### src/rtl/if_stage.sv
// Instruction-fetch stage: owns the PC, issues pipelined imem fetches and queues returned words for decode.
// Optional performance counters are built when IF_PERF_CNT_EN is defined.
module if_stage #(
  parameter logic [31:0] RESET_PC   = 32'h0000_0000,
  parameter int          FIFO_DEPTH = 2
) (
  input  logic        clk,
  input  logic        rst_n,
  output logic        imem_req,
  output logic [31:0] imem_addr,
  input  logic        imem_gnt,
  input  logic        imem_rvalid,
  input  logic [31:0] imem_rdata,
  input  logic        stall,
  input  logic        redirect,
  input  logic [31:0] redirect_pc,
  output logic        id_valid,
  output logic [31:0] id_instr,
  output logic [31:0] id_pc
`ifdef IF_PERF_CNT_EN
  ,
  output logic [31:0] perf_fetch,
  output logic [31:0] perf_stall
`endif
);

  localparam int AW = $clog2(FIFO_DEPTH);
  localparam int CW = $clog2(FIFO_DEPTH + 1);
  localparam int SW = CW + 2;

  logic [31:0]   pc_q, pc_d;
  logic [CW-1:0] out_q, out_d, disc_q, disc_d, cnt_q, cnt_d;
  logic [AW-1:0] wr_q, wr_d, rd_q, rd_d, twr_q, twr_d, trd_q, trd_d;
  logic [31:0]   instr_q [FIFO_DEPTH];
  logic [31:0]   instr_d [FIFO_DEPTH];
  logic [31:0]   qpc_q   [FIFO_DEPTH];
  logic [31:0]   qpc_d   [FIFO_DEPTH];
  logic [31:0]   tag_q   [FIFO_DEPTH];
  logic [31:0]   tag_d   [FIFO_DEPTH];

  logic          empty, pop, push, grant, rvalid_ok;
  logic [SW-1:0] used;

  assign empty     = (cnt_q == '0);
  assign id_valid  = rst_n && !empty;
  assign pop       = id_valid && !stall;
  assign rvalid_ok = imem_rvalid && (out_q != '0);
  assign push      = rvalid_ok && (disc_q == '0) && !redirect;
  assign grant     = imem_req && imem_gnt;

  // A word popped this cycle frees its slot, which keeps one fetch per cycle in flight.
  assign used      = SW'(out_q) + SW'(disc_q) + SW'(cnt_q) - SW'(pop);
  assign imem_req  = rst_n && !redirect && (used < SW'(FIFO_DEPTH));
  assign imem_addr = pc_q;
  assign id_instr  = empty ? 32'h0 : instr_q[rd_q];
  assign id_pc     = empty ? 32'h0 : qpc_q[rd_q];

  always_comb begin
    pc_d    = pc_q;
    out_d   = out_q + CW'(grant) - CW'(rvalid_ok);
    disc_d  = disc_q;
    cnt_d   = cnt_q;
    wr_d    = wr_q;
    rd_d    = rd_q;
    twr_d   = twr_q;
    trd_d   = trd_q;
    instr_d = instr_q;
    qpc_d   = qpc_q;
    tag_d   = tag_q;

    if (grant) begin
      pc_d         = pc_q + 32'd4;
      tag_d[twr_q] = pc_q;
      twr_d        = twr_q + 1'b1;
    end
    if (rvalid_ok) begin
      trd_d = trd_q + 1'b1;
    end

    if (redirect) begin
      // Every request still in flight now returns a stale word that must be dropped.
      pc_d   = redirect_pc & 32'hFFFF_FFFC;
      disc_d = out_q - CW'(rvalid_ok);
      cnt_d  = '0;
      rd_d   = wr_q;
    end else begin
      if (rvalid_ok && disc_q != '0) begin
        disc_d = disc_q - 1'b1;
      end
      if (push) begin
        instr_d[wr_q] = imem_rdata;
        qpc_d[wr_q]   = tag_q[trd_q];
        wr_d          = wr_q + 1'b1;
      end
      if (pop) begin
        rd_d = rd_q + 1'b1;
      end
      cnt_d = cnt_q + CW'(push) - CW'(pop);
    end
  end

  always_ff @(posedge clk) begin
    if (!rst_n) begin
      pc_q   <= RESET_PC;
      out_q  <= '0;
      disc_q <= '0;
      cnt_q  <= '0;
      wr_q   <= '0;
      rd_q   <= '0;
      twr_q  <= '0;
      trd_q  <= '0;
      for (int i = 0; i < FIFO_DEPTH; i++) begin
        instr_q[i] <= '0;
        qpc_q[i]   <= '0;
        tag_q[i]   <= '0;
      end
    end else begin
      pc_q    <= pc_d;
      out_q   <= out_d;
      disc_q  <= disc_d;
      cnt_q   <= cnt_d;
      wr_q    <= wr_d;
      rd_q    <= rd_d;
      twr_q   <= twr_d;
      trd_q   <= trd_d;
      instr_q <= instr_d;
      qpc_q   <= qpc_d;
      tag_q   <= tag_d;
    end
  end

`ifdef IF_PERF_CNT_EN
  logic [31:0] perf_fetch_q, perf_fetch_d, perf_stall_q, perf_stall_d;

  always_comb begin
    perf_fetch_d = perf_fetch_q + 32'(pop);
    perf_stall_d = perf_stall_q + 32'(id_valid && stall);
  end

  always_ff @(posedge clk) begin
    if (!rst_n) begin
      perf_fetch_q <= '0;
      perf_stall_q <= '0;
    end else begin
      perf_fetch_q <= perf_fetch_d;
      perf_stall_q <= perf_stall_d;
    end
  end

  assign perf_fetch = perf_fetch_q;
  assign perf_stall = perf_stall_q;
`endif

endmodule
### config.mk
export PLATFORM = sky130hd
export DESIGN_NAME = if_stage
export DESIGN_NICKNAME = d
export VERILOG_FILES = /design/src/rtl/if_stage.sv
export SDC_FILE = /design/constraint.sdc
export NUM_CORES = 1
export LEC_CHECK = 0
export CAP_MARGIN = 40
export CELL_PAD_IN_SITES_DETAIL_PLACEMENT = 1
export CELL_PAD_IN_SITES_GLOBAL_PLACEMENT = 1
export CORE_ASPECT_RATIO = 1.2
export CORE_UTILIZATION = 40
export DETAILED_ROUTE_END_ITERATION = 16
export GPL_ROUTABILITY_DRIVEN = 0
export PLACE_DENSITY = 0.85
export SETUP_SLACK_MARGIN = 0.02
export SYNTH_ARGS = -nofsm -noshare
export SYNTH_HDL_FRONTEND = slang
export SYNTH_SLANG_ARGS = --single-unit
### constraint.sdc
create_clock -name clk -period 8.4 [get_ports clk]
set_clock_uncertainty 0.05 [all_clocks]
set_input_delay 0.84 -clock clk [delete_from_list [all_inputs] [get_ports clk]]
set_output_delay 0.84 -clock clk [all_outputs]
set_load 0.03 [all_outputs]
==> results <==
- The largest individual stage delay along the critical path comes from the cell sky130_fd_sc_hd__clkdlybuf4s50_1.
- The startpoint of the most critical register-to-register path is cnt_q[1]$_SDFF_PP0_.
- Measured along the x axis, the die boundary spans between 100 and 150 um.
- The number of clock sinks is around 220.
- Setup violations remaining at the end of the flow were counted as 0.
- The total routed wirelength is 29020 um.
- The total congestion overflow after global routing is 0.
- The startpoint type of the worst setup path is a primary input.
- The minimum setup slack after placement is ~2600 ps.
- In the global route stage, met3 resource usage came out at 0.04476.
- After layout, the minimum clock period comes to roughly 5500 ps.
- The detailed-routing iteration count for the pre-antenna-repair pass is 4.
- The number of enable-type register cells in the synthesized netlist is 0.
- Across every metal layer, demand over resource in global routing totals 0.2187.
- The most frequent cell after synthesis is sky130_fd_sc_hd__nand2_1.
- Measured along the y axis, the die boundary spans about 180 um.
- The critical path goes through buf_4 -> nor2b_1 -> nor2b_1 -> ha_1 -> inv_1 -> ha_1 -> a21o_1 -> ha_1 -> fa_1 -> nor2_1 -> nand2_1 -> nor2_1 -> clkdlybuf4s50_1.
- The standard-cell row count is 64.
- The most common flop cell mapped by yosys is sky130_fd_sc_hd__dfxtp_1.
- Tracing the worst setup path back leads to its startpoint at rst_n.
- In this run the standard cell core region covers about 0.025 mm^2.
- The number of remaining DRC errors is 0.
- The average routed wire per standard cell is 17.62 um.
- The maximum buffer depth of the clock tree is 3.
- The mean cell area of the mapped netlist is just under 9 um^2.
- The post-CTS resize count is 0.
- The count of buffering cells on the critical path with inverters included is 3.
- The area growth from synthesis to layout is 25.03%.
- In the synthesized netlist, the cells that appear most often are 277 x sky130_fd_sc_hd__nand2_1, 224 x sky130_fd_sc_hd__dfxtp_1, 116 x sky130_fd_sc_hd__mux2i_1, 93 x sky130_fd_sc_hd__a21boi_0, 74 x sky130_fd_sc_hd__nor2_1.
- The met2 track demand over resource is 0.3996.
- The initial core utilization is 0.4078.
- The number of top-level pins is around 170.
- On the final layout, the worst hold slack is 407.1 ps.
- The type of the worst min-delay path is register to register.
- The global-route met1 utilization is 0.2560.
- The clock tree from TritonCTS is done.
- Once the clock tree was built, the setup fixing pass inserted 0 buffers.
- The cell area after layout is around 0.013 mm^2.
- The area share of the largest cell type after synthesis is 0.4319.
- After routing, the total negative slack on setup checks comes to 0 ps.
- The sort of element at the end of the critical path is an output port.
- The required time of the worst setup path is about 7500 ps.
- In this run the tightest slew margin relative to its limit is 0.4811.
- Counting stages on the worst path, the most repeated cell is sky130_fd_sc_hd__ha_1.
- The full die area is about 0.027 mm^2.
- Across the run, the number of max-cap violations was 0.
- Summed over all cells, the static leakage comes to a little over 5 nW.
- The final number of hold-violating endpoints was 0.
- The gate count of the mapped netlist is around 1200.
- The clock root buffer is sky130_fd_sc_hd__clkbuf_16.
- The achievable clock frequency is 182.2 MHz.
- The global-route layer with the greatest usage is met2.
- The largest net degree at the start of global routing is 83.
- The number of nets with antenna violations after detailed routing is 0.
- The number of antenna violations at the first check in global routing is 2.
- In this run the tool buffered the top-level ports with 161 buffer cells.
- The total number of yosys warnings is 0.
- In this run the register-to-register setup slack is about 3600 ps.
- The total CTS buffers is 25.
- The setup slack after layout is 2911 ps.
- The mapped cell area is a little over 0.01 mm^2.
- The first global-routing pass estimated between 40000 and 50000 um of wire.
- Of the available clock period, the critical path in the final layout requires 0.6534.
- The worst register-to-register path ends at tag_q[41]$_SDFFE_PN0P_.
- The critical path runs through a total of 13 cells.
- Setup repair after global routing left no endpoint under its margin.
- The kind of critical path is primary input to output port.
- In the final layout, the share of cells above drive strength 1 is 0.05619.
- Sorting the synthesized cells by area gives the leading types as sky130_fd_sc_hd__dfxtp_1 43%, sky130_fd_sc_hd__mux2i_1 11%, sky130_fd_sc_hd__nand2_1 10%, sky130_fd_sc_hd__a21boi_0 6.7%, sky130_fd_sc_hd__o211a_1 6.3%.
- For the worst setup path, the data arrival time is 4600 ps.
- Counting flops and latches in the post-synthesis netlist gives 224.
- Using the TritonRoute via totals, the vias-per-cell ratio works out to between 5 and 6.
- The library cell with the largest summed area after synthesis is sky130_fd_sc_hd__dfxtp_1.
- The detailed router's first-iteration violation count is 315.
- The run finished with clean final reports.
- CTS built an H-tree with a depth of 1.
- For this design, the CTS-stage hold fixing added 0 buffers.
- The via count of the first global-routing pass was 9107.
- The insertion delay of the later-clocked pin in the worst-skew pair is 530 ps.
- For the pin with the worst max-slew slack, the measured transition is roughly 780 ps.
- The cell area after placement is roughly 0.012 mm^2.
- The via total after detailed routing is ~9000.
- The number of antenna cells inserted is 0.
- After synthesis, the netlist uses a little over 40 different library cells.
- In this design, the stage delay of the slowest critical-path cell is 720 ps.
- After clock tree synthesis, the clock-pin slew on the worst setup and hold paths is approximately 60 ps.
- Broken down by cell family, the worst path's largest delay share belongs to buffers and inverters.
- For this design the ratio of total power to cell area is between 200 and 250 mW/mm^2.
- After synthesis, the share of flip-flops with an asynchronous set or reset is 0.
- The max-slew violation count is 0.
- The number of cell instances on the worst register-to-register path is 15.
- The sequential fraction of the synthesis area is 0.4319.
- Along the worst path, the maximum fanout reaches slightly below 70.
- The HPWL after detailed placement is 18500 um.
- The number of nets in the layout is roughly 1400.
- The maximum VDD drop is 162.1 uV.
- Following the worst setup path forward leads to its endpoint at imem_req.
-- worst reg2reg max path, stage by stage (launching register included) --
cell	delay (ps)
sky130_fd_sc_hd__dfxtp_1	450
sky130_fd_sc_hd__nor2_4	70
sky130_fd_sc_hd__nor2b_1	130
sky130_fd_sc_hd__nor2b_1	220
sky130_fd_sc_hd__ha_1	270
sky130_fd_sc_hd__inv_1	70
sky130_fd_sc_hd__ha_1	220
sky130_fd_sc_hd__a21o_1	170
sky130_fd_sc_hd__ha_1	190
sky130_fd_sc_hd__fa_1	480
sky130_fd_sc_hd__nor3b_2	450
sky130_fd_sc_hd__nand4_2	550
sky130_fd_sc_hd__nor2_2	770
sky130_fd_sc_hd__buf_4	380
sky130_fd_sc_hd__nand2_1	80
sky130_fd_sc_hd__a21boi_0	190
-- cell type report --
cell class,count,area (um^2)
clock buffer,34,719.4
clock inverter,9,73.82
fill,2974,12480
inverter,21,78.83
multi-input combinational,853,5441
sequential,224,4489
tap,330,412.9
timing repair buffer,176,1767
-- worst min-delay path by stage --
stage / endpoint / cells past startpoint / slack, ps / startpoint
floorplan: instr_q[45]$_SDFFE_PN0P_ / 2 / 380 / instr_q[45]$_SDFFE_PN0P_
global placement: instr_q[45]$_SDFFE_PN0P_ / 2 / 390 / instr_q[45]$_SDFFE_PN0P_
detailed placement: instr_q[51]$_SDFFE_PN0P_ / 2 / 400 / instr_q[51]$_SDFFE_PN0P_
CTS: instr_q[51]$_SDFFE_PN0P_ / 2 / 410 / instr_q[51]$_SDFFE_PN0P_
global route: instr_q[2]$_SDFFE_PN0P_ / 2 / 430 / instr_q[2]$_SDFFE_PN0P_
finish: instr_q[52]$_SDFFE_PN0P_ / 2 / 410 / instr_q[52]$_SDFFE_PN0P_
-- layer usage --
| metal | vias to the layer above | part of all wire |
|---|---|---|
| met2 | 192 | 0.50 |
| met4 | 4 | 0.019 |
| li1 | 4233 | - |
| met5 | - | 0.00072 |
| met3 | 44 | 0.057 |
| met1 | 4279 | 0.42 |
-- placed cells by master (no fill, tap or decap), drive strengths merged, types with 11 or more instances in the layout --
master	instances
and2	14
xnor2	28
buf	16
a21oi	24
o21ai	30
nor3	18
clkdlybuf4s50	160
nor2b	32
dfxtp	224
a21boi	96
clkbuf	34
o211a	65
ha	11
mux2i	116
nor4	13
nand2	277
nor2	74
inv	21
-- sequential cells by signal, summed over array words and instances (netlist names) --
name / count
out_q: 2
cnt_q: 2
rd_q: 1
tag_q: 60
qpc_q: 60
twr_q: 1
disc_q: 2
instr_q: 64
wr_q: 1
imem_addr: 30
trd_q: 1
-- cells by family (layout without fill, tap and decap cells) --
logic type,after synthesis,count (layout),synth area share
buffers and inverters,116,240,0.04711
multiplexers,116,116,0.1118
XOR/XNOR,35,35,0.03133
other,1,4,0.0003611
adder cells (fa/ha/maj),13,13,0.01711
flip-flops,224,224,0.4319
AND/OR/NAND/NOR,461,461,0.1954
AO/OA/AOI/OAI,224,224,0.1650
-- report_power, final --
part | internal, mW | leakage (nW) | total, mW | switching, mW
Clock | 0.626 | 0.401 | 1.06 | 0.433
Combinational | 0.201 | 2.86 | 0.460 | 0.259
Sequential | 1.13 | 1.81 | 1.20 | 0.0734
Total | 1.96 | 5.08 | 2.72 | 0.766
-- stage by stage --
stage	total power, mW	util	instances
after floorplan	1.513	-	1193
after global placement	1.657	0.4760	1601
after detailed placement	1.685	0.4787	1604
after CTS	2.757	0.5098	1647
after global routing	2.841	0.5098	1647
final	2.722	0.5098	1647
Power figures use the tool's default switching activity.
